## config.mk

```make
export PLATFORM = sky130hd
export DESIGN_NAME = mac_operand_sequencer
export DESIGN_NICKNAME = d
export VERILOG_FILES = /design/src/rtl/mac_operand_sequencer.sv
export SDC_FILE = /design/constraint.sdc
export NUM_CORES = 1
export LEC_CHECK = 0
export ABC_AREA = 1
export BUFFER_PORTS_ARGS = -buffer_cell sky130_fd_sc_hd__buf_2
export CAP_MARGIN = 15
export CORE_MARGIN = 2
export CORE_UTILIZATION = 29
export CTS_CLUSTER_SIZE = 24
export DETAILED_ROUTE_END_ITERATION = 7
export PLACE_DENSITY = 0.47
export SETUP_SLACK_MARGIN = 0.2
export SYNTH_ARGS = -nofsm -noshare
export SYNTH_HDL_FRONTEND = slang
export SYNTH_SLANG_ARGS = --single-unit
export TNS_END_PERCENT = 5
```

## constraint.sdc

```tcl
create_clock -name clk -period 3.77 [get_ports clk]
set_input_delay 0 -clock clk [delete_from_list [all_inputs] [get_ports clk]]
set_output_delay 0 -clock clk [all_outputs]
set_load 0.03 [all_outputs]
```

## src/rtl/mac_operand_sequencer.sv

```systemverilog
// mac_operand_sequencer: FIFO-buffered operand feeder issuing dot-product vectors to a 16-bit MAC
module mac_operand_sequencer #(
  parameter int DEPTH = 4,
  parameter int LEN_W = 8
) (
  input  logic             clk,
  input  logic             rst,
  input  logic             start,
  input  logic [LEN_W-1:0] vec_len,
  input  logic             mac_hold,
  input  logic             in_valid,
  output logic             in_ready,
  input  logic [15:0]      in_a,
  input  logic [15:0]      in_b,
  output logic [15:0]      multiplier,
  output logic [15:0]      multiplicand,
  output logic             op_valid,
  output logic             acc_clear,
  output logic             op_last,
  output logic             busy,
  output logic             done
);
  localparam int AW = $clog2(DEPTH);
  localparam int CW = $clog2(DEPTH + 1);
  typedef enum logic [1:0] {IDLE, CLEAR, RUN, DONE} state_t;
  state_t           state;
  logic [31:0]      mem [DEPTH];
  logic [AW-1:0]    wr_ptr, rd_ptr;
  logic [CW-1:0]    count;
  logic [LEN_W-1:0] remaining;
  logic             push, pop;
  assign in_ready = count < CW'(DEPTH);
  assign push     = in_valid && in_ready;
  // Issue is decided while CLEAR is on the outputs so the first pair lands right after acc_clear
  assign pop      = (state == CLEAR || state == RUN) && remaining != '0 && count != '0 && !mac_hold;
  always_ff @(posedge clk)
    if (push) mem[wr_ptr] <= {in_a, in_b};
  always_ff @(posedge clk or negedge rst)
    if (!rst) begin
      wr_ptr <= '0;
      rd_ptr <= '0;
      count  <= '0;
    end else begin
      wr_ptr <= wr_ptr + AW'(push);
      rd_ptr <= rd_ptr + AW'(pop);
      count  <= count + CW'(push) - CW'(pop);
    end
  // RUN lingers one cycle after the last issue so op_last is shown before done
  always_ff @(posedge clk or negedge rst)
    if (!rst) begin
      state        <= IDLE;
      remaining    <= '0;
      multiplier   <= '0;
      multiplicand <= '0;
      op_valid     <= 1'b0;
      acc_clear    <= 1'b0;
      op_last      <= 1'b0;
      busy         <= 1'b0;
      done         <= 1'b0;
    end else begin
      acc_clear <= 1'b0;
      done      <= 1'b0;
      op_valid  <= pop;
      op_last   <= pop && remaining == LEN_W'(1);
      if (pop) begin
        {multiplier, multiplicand} <= mem[rd_ptr];
        remaining                  <= remaining - LEN_W'(1);
      end
      case (state)
        IDLE:
          if (start) begin
            busy <= 1'b1;
            if (vec_len != '0) begin
              state        <= CLEAR;
              remaining    <= vec_len;
              acc_clear    <= 1'b1;
              multiplier   <= '0;
              multiplicand <= '0;
            end else begin
              state <= DONE;
              done  <= 1'b1;
            end
          end
        CLEAR: state <= RUN;
        RUN:
          if (remaining == '0) begin
            state <= DONE;
            done  <= 1'b1;
          end
        DONE: begin
          state <= IDLE;
          busy  <= 1'b0;
        end
      endcase
    end
endmodule

```

# After elaboration in Yosys (flattened, before gate mapping)
# Memories as Yosys holds them, arrays and structs flattened.
# Cells that the tools add are included.
[word_totals]
register_bits = 54
ram_bits = 128
input_bits = 45
n_memories = 1
[mem_list]
columns = ["name", "depth", "width", "read_ports", "rd_ports_with_merged_regs", "wr", "line", "text"]
rows = [
  ["mem", 4, 32, 1, 0, 1, "27", "logic [31:0] mem [DEPTH];"],
]
[classes]
add_sub_neg = 5
order_cmp = 1
n_eq_ne = 6
muxes = 27
n_reduce_logical = 15
[op_table]
columns = ["op", "count"]
rows = [
  ["$mux 16", 8],
  ["$mux 8", 4],
  ["$reduce_bool 8->1", 2],
  ["$mux 1", 9],
  ["$eq 8x1->1 const B", 1],
  ["$logic_not 8->1", 1],
  ["$pmux 2 s4", 1],
  ["$sub 8x1->8 const B", 1],
  ["$mux 2", 3],
  ["$logic_and 1x1->1", 5],
  ["$add 2x1->2", 2],
  ["$eq 2x2->1 const B", 2],
  ["$pmux 1 s2", 2],
  ["$reduce_and 2->1", 2],
  ["$add 3x1->3", 1],
  ["$lt 3x3->1 const B", 1],
  ["$reduce_bool 3->1", 1],
  ["$sub 3x1->3", 1],
  ["$eq 2x1->1 const B", 1],
  ["$logic_not 2->1", 1],
  ["$ne 2x1->1 const B", 1],
  ["$ne 2x2->1 const B", 1],
  ["$reduce_bool 2->1", 1],
  ["$logic_not 1->1", 1],
  ["$logic_or 1x1->1", 1],
]

# Depth between registers and ports, before layout
[logic_depth]
ltp_word = 9
ltp_mapped = 14

# Worst setup path after synthesis
# Ideal clock, no wire load.
[synth_timing]
path_type = "register -> register"
from = "register count[2]"
to = "memory mem[0][0] (enable)"
setup_ns = 0.461
arrival_ns = 2.937
t_required_ns = 3.309
slack_ns = 0.371
stages_incl_launch_ff = 4
n_path_buf = 0
period_less_slack_ns = 3.399
path_cell_list = "dfrtp_1 -> inv_2 -> nand2_1 -> nor3_1"
[synth_via]
elab_chain_len = 4
[synth_lines]
columns = ["element", "line", "text"]
rows = [
  ["from (decl)", "29", "logic [CW-1:0] count;"],
  ["from (signal assigned)", "46", "count <= count + CW'(push) - CW'(pop);"],
  ["$lt 3x3->1", "32", "assign in_ready = count < CW'(DEPTH);"],
  ["via in_ready", "12", "output logic in_ready,"],
  ["$logic_and 1x1->1", "33", "assign push = in_valid && in_ready;"],
  ["$mux 1", "37", "if (push) mem[wr_ptr] <= {in_a, in_b};"],
  ["$mux 1 (implied by the code)", "37", ""],
  ["to (decl)", "27", ""],
]
# The timed path passes the listed nets, and every way through them passes these cells.

# Worst setup path in the final report
[layout_timing]
from = "register state[0]"
to = "register remaining[1]"
[layout_via]
elab_chain_len = 9
[layout_lines]
columns = ["element", "line", "text"]
rows = [
  ["from (decl)", "26", "state_t state;"],
  ["from (signal assigned)", "51", "state <= IDLE;"],
  ["from (signal assigned)", "74", "state <= CLEAR;"],
  ["from (signal assigned)", "80", "state <= DONE;"],
  ["$eq 2x1->1 or $eq 2x2->1 (tied branches)", "35", "assign pop = (state == CLEAR || state == RUN) && remaining != '0 && count != '0 && !mac_hold;"],
  ["$logic_or 1x1->1", "35", ""],
  ["$logic_and 1x1->1 (3 in a row)", "35", ""],
  ["$mux 8", "65", "if (pop) begin"],
  ["$mux 8", "73", "if (vec_len != '0) begin"],
  ["$mux 8", "71", "if (start) begin"],
  ["$mux 8 (*)", "69", "case (state)"],
  ["to (signal assigned)", "67", "remaining <= remaining - LEN_W'(1);"],
  ["to (signal assigned)", "75", "remaining <= vec_len;"],
  ["to (decl)", "30", "logic [LEN_W-1:0] remaining;"],
]
# Mark *: on every way between the ends. The rest lies on a longest branch, timed or not.
# A chain may end at the register's enable or synchronous reset.

==> out/qor.csv <==
metric;value;unit
critPathSlowestCell;dlygate4sd3_1;
diodes;0;
timing.rr.start;state[0];
cts_tree;built;
synth_area_leader_cell;edfxtp_1;
crit_fanout;38;
die_x;164;um
insertion_delay;430;ps
finalCritPeriodShare;0.669;
hold_viol;0;
fin_setup_tns;0;ps
synth_top_family_by_area;simple AND/OR/NAND/NOR gates;
vias;4912;
globalplace.congestion;0.782;
async_flop_share;0.297;
clock_sinks;182;
antenna_found_initial;0;
syn_area_per_cell;12.2;um2
ys_ff_latch;182;
synth-seq-area-share;0.698;
dp_hpwl;10200;um
max_cap_violations;0;
crit_path_end_kind;flop;
crit_buf_inv;4;
fp.coreArea;25200;um2
io_pins;83;
drcViolationCount;0;
cts_resized;0;
rows;58;
slowest_delay;550;ps
drtIter0Drc;349;
critical-path-top-delay-family;buffers and inverters;
fmax;396;MHz
synth_edf_count;128;
yosys.area_share.simple;0.132;
synth_top_flop_cell;edfxtp_1;
netlist_top_cells_count;edfxtp_1 (128), nor2_1 (124), o21ai_0 (66);
rsz0062_at_grt;false;
synth-xor-area-share;0.00470;
r2r-end;remaining[1];
min_path_cells;4;
synthMuxAreaShare;0;
leakage;3.62;nW
drive_gt1_frac;0.224;
clock-root-buffer;clkbuf_16;
start_util;0.296;
synth_area;7450;um2
port_buffers;82;
finClkSkew;13.9;ps
final_cells;1079;
grt_pass1_vias;5097;
dr.pass1.iters;4;
critical_path_required;4080;ps
final-seq-area;5200;um2
crit_chain;inv_1, ha_1, nand2_1, inv_1, nand2_1, nor2_8, buf_4, nand2_1, nand3_1, o21ai_0, dlygate4sd3_1;
numCtsBuffers;17;
setup-violations-final;0;
grt_pass1_wl;27500;um
synthTopCellsByArea;edfxtp_1 (52%), dfrtp_1 (18%), nor2_1 (6.3%);
grt_max_degree;65;
slew_viol_final;0;
arrival;2830;ps
yosys.area_share.adder;0.0178;
critPathKind;flop to flop;
dieArea;27000;um2
htreeDepth;4;
period_minus_slack;2520;ps
grt_overflow_total;0;
relSlewSlack;0.462;
die_y;164;um
tightestPinTransition;803;ps
r2r_slack;1250;ps
hold_end;wr_ptr[0];
nets;791;
path_common_cell;nand2_1;
run_status;complete, no violations;
cp-start-kind;flop;
synthDistinctLibCells;34;
r2r_cells;11;
path_clk_slew;70;ps
multi_input_area;1950;um2
synth_most_common_cell;edfxtp_1;
track_usage;0.135;
yosysWarnings;0;
cellPowerDensity;812;nW/um2
syn_inst;611;
hold_path_class;input pin to flop;
wl_per_cell;16.0;um
synth_compound_area_frac;0.104;
viasPerCell;4.55;
area_growth;24.1;%
drt_wl_total;17300;um
irDropWorstVdd;0.347;mV
cts_buffer_depth;2;
syn-num-nets;666;
synth_top_area_frac;0.516;
post-place-cells;1004;
fillCellCount;2462;
ant_nets;0;
hold_start;in_valid;
==> registers in the layout, indices dropped and copies added, names as in the netlist <==
| name | cells |
|---|---|
| busy | 1 |
| multiplier | 16 |
| multiplicand | 16 |
| mem | 128 |
| state | 2 |
| count | 3 |
| op_last | 1 |
| acc_clear | 1 |
| op_valid | 1 |
| rd_ptr | 2 |
| done | 1 |
| remaining | 8 |
| wr_ptr | 2 |
==> worst reg2reg max path: stages, from the launching register on <==
cell and delay [ps]:
dfrtp_1 370, inv_1 70, ha_1 300, nand2_1 110, inv_1 70, nand2_1 120, nor2_8 130, buf_4 440
nand2_1 100, nand3_1 80, o21ai_0 80, dlygate4sd3_1 550
==> cell type report <==
type                    instances  area share
clock buffers                  18      0.0464
well taps                     330      0.0447
flip-flops and latches        182       0.562
multi-input cells             368       0.211
repair buffers                135       0.101
clock inverters                14      0.0199
inverters                      32      0.0144
==> cell usage in the layout, fill, tap and decap left out, types with 17 or more instances in the layout <==
master,count
nand3_1,17
clkbuf_16,17
inv_1,27
dfrtp_1,53
nand2_1,40
nor2_2,21
o22ai_1,27
edfxtp_1,128
nor2_1,124
dlygate4sd3_1,43
o21ai_1,36
buf_2,82
o21ai_0,66
==> power breakdown <==
part	internal, mW	leakage, nW	switching, mW
logic	0.869	1.49	1.93
clock network	1.01	0.303	0.807
registers	2.64	1.83	0.243
==> per-stage QoR <==
step           hold WS (ps)  total power [mW]  cell area (um2)  setup WS [ps]  utilization
3_5_place_dp            110              5.74             8200           1270        0.325
3_3_place_gp           94.3              5.63             8170           1380        0.324
2_1_floorplan          -296              4.97             7450            371            -
4_1_cts                 112              7.63             9240           1200        0.367
5_1_grt                 179              8.04             9240           1030        0.367
6_report                118              7.50             9240           1250        0.367
==> metal layers <==
metal	vias to the layer above	part of all wire	GRT usage
li1	2389	-	-
met1	2403	0.45	0.175
met2	105	0.49	0.229
met3	15	0.046	0.0321
met4	0	0.011	0.0299
met5	-	0	0
==> logic make-up (layout without fill, tap and decap cells) <==
kind of cell | count (synthesis) | after routing
AND/OR/NAND/NOR | 217 | 217
XOR/XNOR | 4 | 4
AO/OA/AOI/OAI | 137 | 137
flip-flops | 182 | 182
buffers and inverters | 61 | 199
adder cells (fa/ha/maj) | 10 | 10
==> how the worst max path moves through the flow <==
stage / slack [ps] / start / endpoint / cells past startpoint
after floorplan: 370 / count[2] / mem[0][0] / 3
after global placement: 1380 / state[0] / count[2] / 13
after detailed placement: 1270 / state[0] / count[2] / 13
after CTS: 1200 / state[0] / remaining[1] / 11
after global routing: 1030 / state[0] / remaining[1] / 11
final: 1250 / state[0] / remaining[1] / 11
==> timing repair <==
| action | in CTS | in global routing |
|---|---|---|
| endpoints found under the hold margin | 163 | 0 |
| hold buffers | 43 | 0 |
| setup buffers | 0 | 0 |
No activity file was read; power rests on OpenSTA's default activity.
